**src/rtl/apb_pkg.sv**
```systemverilog
// Shared definitions for the APB4 slave controller: FSM encoding,
// decode-error cause indices and wait-counter sizing.
package apb_pkg;

  typedef enum logic [1:0] {
    IDLE   = 2'b00,
    WAIT   = 2'b01,
    ACCESS = 2'b10
  } apb_state_e;

  // Bit positions inside the decode-error cause vector.
  localparam int unsigned ERR_RANGE   = 0;  // address at or beyond ADDR_LIMIT
  localparam int unsigned ERR_ALIGN   = 1;  // address not word aligned
  localparam int unsigned ERR_RD_STRB = 2;  // read issued with nonzero strobes
  localparam int unsigned ERR_PROT    = 3;  // unprivileged write when protected
  localparam int unsigned ERR_CAUSE_W = 4;

  // Wait counter width: enough to hold WAIT_CYCLES, never below one bit.
  function automatic int unsigned wait_cnt_width(input int unsigned cycles);
    return (cycles > 0) ? $clog2(cycles + 1) : 1;
  endfunction

endpackage

```
**src/rtl/apb_wait_counter.sv**
```systemverilog
// Saturating down-counter timing the fixed wait states of a transfer.
module apb_wait_counter #(
  parameter int unsigned            WIDTH    = 1,
  parameter logic [WIDTH-1:0]       LOAD_VAL = '0
) (
  input  logic sys_clk,
  input  logic sys_rst_n,
  input  logic load,
  input  logic dec,
  output logic zero
);

  logic [WIDTH-1:0] cnt_q;
  logic [WIDTH-1:0] cnt_d;

  // Next count: load wins, decrement stops at zero.
  always_comb begin
    cnt_d = cnt_q;
    if (load) begin
      cnt_d = LOAD_VAL;
    end else if (dec && (cnt_q != '0)) begin
      cnt_d = cnt_q - WIDTH'(1);
    end
  end

  // Count register.
  always_ff @(posedge sys_clk or negedge sys_rst_n) begin
    if (!sys_rst_n) begin
      cnt_q <= '0;
    end else begin
      cnt_q <= cnt_d;
    end
  end

  assign zero = (cnt_q == '0);

endmodule

```
**src/rtl/apb4_slave_ctrl.sv**
```systemverilog
// APB4 slave front end: latches each setup phase, inserts fixed wait
// states, honours register-file stalls and turns completed transfers into
// single-cycle wr_en / rd_en pulses with decode-error reporting.
module apb4_slave_ctrl
  import apb_pkg::*;
#(
  parameter int unsigned ADDR_W      = 12,
  parameter int unsigned DATA_W      = 32,
  parameter int unsigned WAIT_CYCLES = 0,
  parameter int unsigned ADDR_LIMIT  = 'h040,
  parameter int unsigned PROT_CHECK  = 0
) (
  input  logic                sys_clk,
  input  logic                sys_rst_n,
  input  logic                tim_psel,
  input  logic                tim_penable,
  input  logic                tim_pwrite,
  input  logic [ADDR_W-1:0]   tim_paddr,
  input  logic [DATA_W-1:0]   tim_pwdata,
  input  logic [DATA_W/8-1:0] tim_pstrb,
  input  logic [2:0]          tim_pprot,
  output logic [DATA_W-1:0]   tim_prdata,
  output logic                tim_pready,
  output logic                tim_pslverr,
  output logic [ADDR_W-1:0]   reg_addr,
  output logic [DATA_W-1:0]   reg_wdata,
  output logic [DATA_W/8-1:0] reg_strb,
  output logic                wr_en,
  output logic                rd_en,
  input  logic [DATA_W-1:0]   reg_rdata,
  input  logic                reg_busy,
  input  logic                reg_error_flag
);

  localparam int unsigned       STRB_W     = DATA_W / 8;
  localparam int unsigned       ALIGN_BITS = $clog2(STRB_W);
  localparam int unsigned       CNT_W      = wait_cnt_width(WAIT_CYCLES);
  localparam logic [CNT_W-1:0]  CNT_LOAD   = (WAIT_CYCLES > 0) ? CNT_W'(WAIT_CYCLES - 1) : '0;
  localparam logic [ADDR_W:0]   LIMIT      = (ADDR_W + 1)'(ADDR_LIMIT);
  localparam logic [ADDR_W-1:0] ALIGN_MASK = ADDR_W'((1 << ALIGN_BITS) - 1);

  apb_state_e              state_q, state_d;
  logic [ADDR_W-1:0]       reg_addr_q, reg_addr_d;
  logic [DATA_W-1:0]       reg_wdata_q, reg_wdata_d;
  logic [STRB_W-1:0]       reg_strb_q, reg_strb_d;
  logic                    write_q, write_d;
  logic                    dec_err_q, dec_err_d;
  logic [ERR_CAUSE_W-1:0]  err_cause;
  logic                    cnt_load, cnt_dec, cnt_zero;
  logic                    ready;
  logic                    unused_prot;

  // Only the privileged bit of PPROT takes part in access control.
  assign unused_prot = ^tim_pprot[2:1];

  apb_wait_counter #(
    .WIDTH    (CNT_W),
    .LOAD_VAL (CNT_LOAD)
  ) u_wait_cnt (
    .sys_clk   (sys_clk),
    .sys_rst_n (sys_rst_n),
    .load      (cnt_load),
    .dec       (cnt_dec),
    .zero      (cnt_zero)
  );

  // Decode-error causes evaluated on the live setup-phase bus.
  always_comb begin
    err_cause              = '0;
    err_cause[ERR_RANGE]   = ({1'b0, tim_paddr} >= LIMIT);
    err_cause[ERR_ALIGN]   = ((tim_paddr & ALIGN_MASK) != '0);
    err_cause[ERR_RD_STRB] = !tim_pwrite && (tim_pstrb != '0);
    err_cause[ERR_PROT]    = (PROT_CHECK != 0) && tim_pwrite && !tim_pprot[0];
  end

  assign ready = (state_q == ACCESS) && tim_psel && tim_penable && !reg_busy;

  // Next-state, setup-phase capture and wait-counter control.
  always_comb begin
    state_d     = state_q;
    reg_addr_d  = reg_addr_q;
    reg_wdata_d = reg_wdata_q;
    reg_strb_d  = reg_strb_q;
    write_d     = write_q;
    dec_err_d   = dec_err_q;
    cnt_load    = 1'b0;
    cnt_dec     = 1'b0;
    case (state_q)
      IDLE: begin
        if (tim_psel && !tim_penable) begin
          reg_addr_d  = tim_paddr;
          reg_wdata_d = tim_pwdata;
          reg_strb_d  = tim_pstrb;
          write_d     = tim_pwrite;
          dec_err_d   = |err_cause;
          if (WAIT_CYCLES > 0) begin
            state_d  = WAIT;
            cnt_load = 1'b1;
          end else begin
            state_d  = ACCESS;
          end
        end
      end
      WAIT: begin
        if (!tim_psel) begin
          state_d = IDLE;
        end else if (cnt_zero) begin
          state_d = ACCESS;
        end else begin
          cnt_dec = 1'b1;
        end
      end
      ACCESS: begin
        if (!tim_psel || ready) begin
          state_d = IDLE;
        end
      end
      default: state_d = IDLE;
    endcase
  end

  // State and latched transfer fields.
  always_ff @(posedge sys_clk or negedge sys_rst_n) begin
    if (!sys_rst_n) begin
      state_q     <= IDLE;
      reg_addr_q  <= '0;
      reg_wdata_q <= '0;
      reg_strb_q  <= '0;
      write_q     <= 1'b0;
      dec_err_q   <= 1'b0;
    end else begin
      state_q     <= state_d;
      reg_addr_q  <= reg_addr_d;
      reg_wdata_q <= reg_wdata_d;
      reg_strb_q  <= reg_strb_d;
      write_q     <= write_d;
      dec_err_q   <= dec_err_d;
    end
  end

  assign tim_pready  = ready;
  assign tim_pslverr = ready && (dec_err_q || reg_error_flag);
  assign wr_en       = ready && write_q && !dec_err_q && (reg_strb_q != '0);
  assign rd_en       = ready && !write_q && !dec_err_q;
  assign tim_prdata  = rd_en ? reg_rdata : '0;
  assign reg_addr    = reg_addr_q;
  assign reg_wdata   = reg_wdata_q;
  assign reg_strb    = reg_strb_q;

endmodule
```
**config.mk**
```make
export PLATFORM = sky130hd
export DESIGN_NAME = apb4_slave_ctrl
export DESIGN_NICKNAME = d
export VERILOG_FILES = /design/src/rtl/apb_pkg.sv /design/src/rtl/apb_wait_counter.sv /design/src/rtl/apb4_slave_ctrl.sv
export SDC_FILE = /design/constraint.sdc
export NUM_CORES = 1
export LEC_CHECK = 0
export CORE_MARGIN = 2
export CORE_UTILIZATION = 36
export CTS_CLUSTER_SIZE = 12
export DETAILED_ROUTE_END_ITERATION = 10
export HOLD_SLACK_MARGIN = 0.06
export MAX_ROUTING_LAYER = met4
export PLACE_DENSITY = 0.86
export SETUP_SLACK_MARGIN = 0.1
export SLEW_MARGIN = 20
export SYNTH_ARGS = -nofsm -noshare
export SYNTH_HDL_FRONTEND = slang
export SYNTH_HIERARCHICAL = 1
export SYNTH_SLANG_ARGS = --single-unit
```
**constraint.sdc**
```tcl
create_clock -name sys_clk -period 3.9 [get_ports sys_clk]
set_input_delay 0.39 -clock sys_clk [delete_from_list [all_inputs] [get_ports sys_clk]]
set_output_delay 0.39 -clock sys_clk [all_outputs]
set_load 0.02 [all_outputs]
```
==> flow_summary.toml <==
[status]
run_status = "finished clean"

[synthesis]
synth_top_area_cell = "dfrtp_1"
synth_edf_count = 0
synth-async-reset-ratio_pct = 100.0
synth_warnings = 6
netlist_area_mm2 = 0.002225
ys_seq_elements = 51
ys_seq_area_share_pct = 57.37
ys.flop_type = "dfrtp_1"
yosys-top-cells-count = "dfrtp_1, mux2_2, and2_1, buf_6"
synth_nets = 245
postSynthCellCount = 155
synth_area_per_cell_um2 = 14.35
synthTopCellsByArea = "dfrtp_1, mux2_2, and2_1"
synth_most_common_cell = "dfrtp_1"
synth_top_area_share_pct = 57.37
synth_cell_type_count = 18

[grt]
grt_max_degree = 52
grt.overflow.total = 0
grt_pass1_vias = 1857
grt_pass1_wl_um = 8956
antenna_found_initial = 0
grt_util_all_layers_pct = 18.12

[power]
p_int_uw = 1068
p_sw_share_pct = 28.76
switchingPower_uw = 430.9
power.share.sequential_pct = 44.9
peakVddDrop_v = 0.0002444
power_frac_clock_pct = 20.2
power.density_mw_per_mm2 = 370.5
combPwrFrac_pct = 34.9
cellLeakagePower_uw = 0.001626

[detailed_routing]
routedWlPerCell_um = 15.74
first_pass_iters = 4
vias_per_cell = 4.666
drtIter0Drc = 72
ant_nets = 0
post-route-drc-count = 0
via_count = 1871
wl_um = 6312

[sta]
period_needed_ns = 3.060
max_clock_freq_mhz = 326.8
worst_slack_ns = 0.8398
drv_slew = 0
fin_crit_sh_pct = 78.47
finalSetupTns_ns = 0
tightest_slew_ns = 0.7787
rsz0062_at_grt = "false"
fin_skew_ns = 0.002800
finalHoldViolations = 0
relSlewSlack_pct = 47.92
setup_viol = 0

[setup_path]
cp_max_fo = 33
cp-start-kind = "input pin"
startpoint = "tim_penable"
end_kind = "output port"
crit_type = "in2out"
worst_r2r_startpoint = "state_q[1]"
max_stage_delay_ns = 0.65
critPathBufInv = 2
cpLargestDelayFamily = "buffers and inverters"
crit_arrival_ns = 2.67
crit_slowest_cell = "nor3_4"
crit_chain = "clkdlybuf4s50_1 > nand4b_2 > nor3_4 > and2_1 > clkdlybuf4s50_1"
critical_path.most_common_cell = "clkdlybuf4s50_1"
required_ns = 3.51

[clock_network]
cts_buffers = 5
clockRootBuffer = "clkbuf_8"
clock_latency_ns = 0.29
htree_levels = 2
cts_tree = "done"
clkTransAtPathRegs_ns = 0.09
post-cts-setup-buffers = 0
cts.repair.resized = 0
cts_sinks = 51
clk_path_buf_depth = 2
hold_buffers = 0

[placed_design]
portBuffers = 170
dp_slack_ns = 0.8043
hpwl_um = 4908
routabilityCongestion = 0.7048

[cells_and_area]
multi_input_area_um2 = 870.8
areaGrowthSynthToFinish_pct = 81.78
seqCellArea_mm2 = 0.001276
layout-drive-gt1-share_pct = 17.79
antenna-diode-count = 0
fill_cells = 439
finalNetCount = 416
final_core_util_pct = 67.90

[floorplanning]
core-area_mm2 = 0.005956
die_h_um = 82.61
initial_utilization_pct = 37.35
ioPinCount = 174
fp-row-count = 28
dieArea_mm2 = 0.006824
fp.dieW_um = 82.61

[job]
maxCapViolations = 0

[min_path]
hold_path.class = "in2async"
[state kept, by name (all words and copies together) (netlist names)]
register   flops
dec_err_q      1
reg_addr      12
reg_strb       4
reg_wdata     32
state_q        1
write_q        1
[power by group through the flow]
stage	clock network, µW	logic, µW	registers, µW
floorplan	0	105	798
global placement	0	520	679
detailed placement	0	528	685
CTS	319	530	675
global route	335	550	688
finish	302	523	673
[metrics by stage]
stage	instance area, µm²	total power, µW	hold slack, ns	cells
6_report	4044	1498	0.2090	401
3_3_place_gp	3956	1198	0.4719	394
5_1_grt	4044	1572	0.2503	401
3_5_place_dp	3956	1213	0.4825	394
4_1_cts	4044	1524	0.2236	401
2_1_floorplan	2225	902.8	0.09441	155
[routing by layer]
metal  vias to the layer above  wire length (µm)  track usage, %
met3                         5               607           5.326
met4                         0                57           4.918
met2                        98              3409           33.06
met5                         -                 0               -
met1                       891              2238           19.03
li1                        877                 -               -
[layout make-up]
cell class,instances,area share [%]
clock inverter,1,0.1238
clock buffer,6,2.042
multi-input combinational,95,21.53
inverter,1,0.09282
timing repair buffer,172,42.33
sequential,51,31.56
tap,75,2.321
[path summary, 6_finish.rpt]
path                                 end  slack, ns  cells after the start
setup / recovery           tim_prdata[5]       0.84                      5
hold / removal              reg_wdata[7]       0.21                      2
setup reg to reg            reg_wdata[0]       2.18                      3
hold reg to reg            reg_wdata[29]       0.50                      1
max in group asynchronous    reg_addr[7]       3.28                      2
min in group sys_clk       reg_wdata[29]       0.50                      1
[cell families after synthesis]
group	Yosys count	share of synthesized area, %
simple gates	43	13.27
mux	49	24.80
compound gates	3	1.069
buf+inv	9	3.487
flops	51	57.37
[cell usage in the layout (no fill, tap or decap)]
cell / Yosys / routed
nor3b_4: 1 / 1
clkbuf_8: 0 / 6
inv_1: 1 / 1
dfrtp_1: 51 / 51
nand4b_2: 1 / 1
mux2_2: 45 / 45
nor4b_1: 1 / 1
nand2_1: 1 / 1
clkinv_2: 0 / 1
nor4_1: 4 / 4
o21a_1: 1 / 1
clkdlybuf4s50_1: 0 / 169
nor3_4: 1 / 1
o2111ai_1: 1 / 1
a21boi_0: 1 / 1
buf_2: 0 / 1
buf_4: 1 / 2
and2_1: 32 / 32
nor2_1: 2 / 2
mux2_1: 4 / 4
No activity file was read; power rests on OpenSTA's default activity.
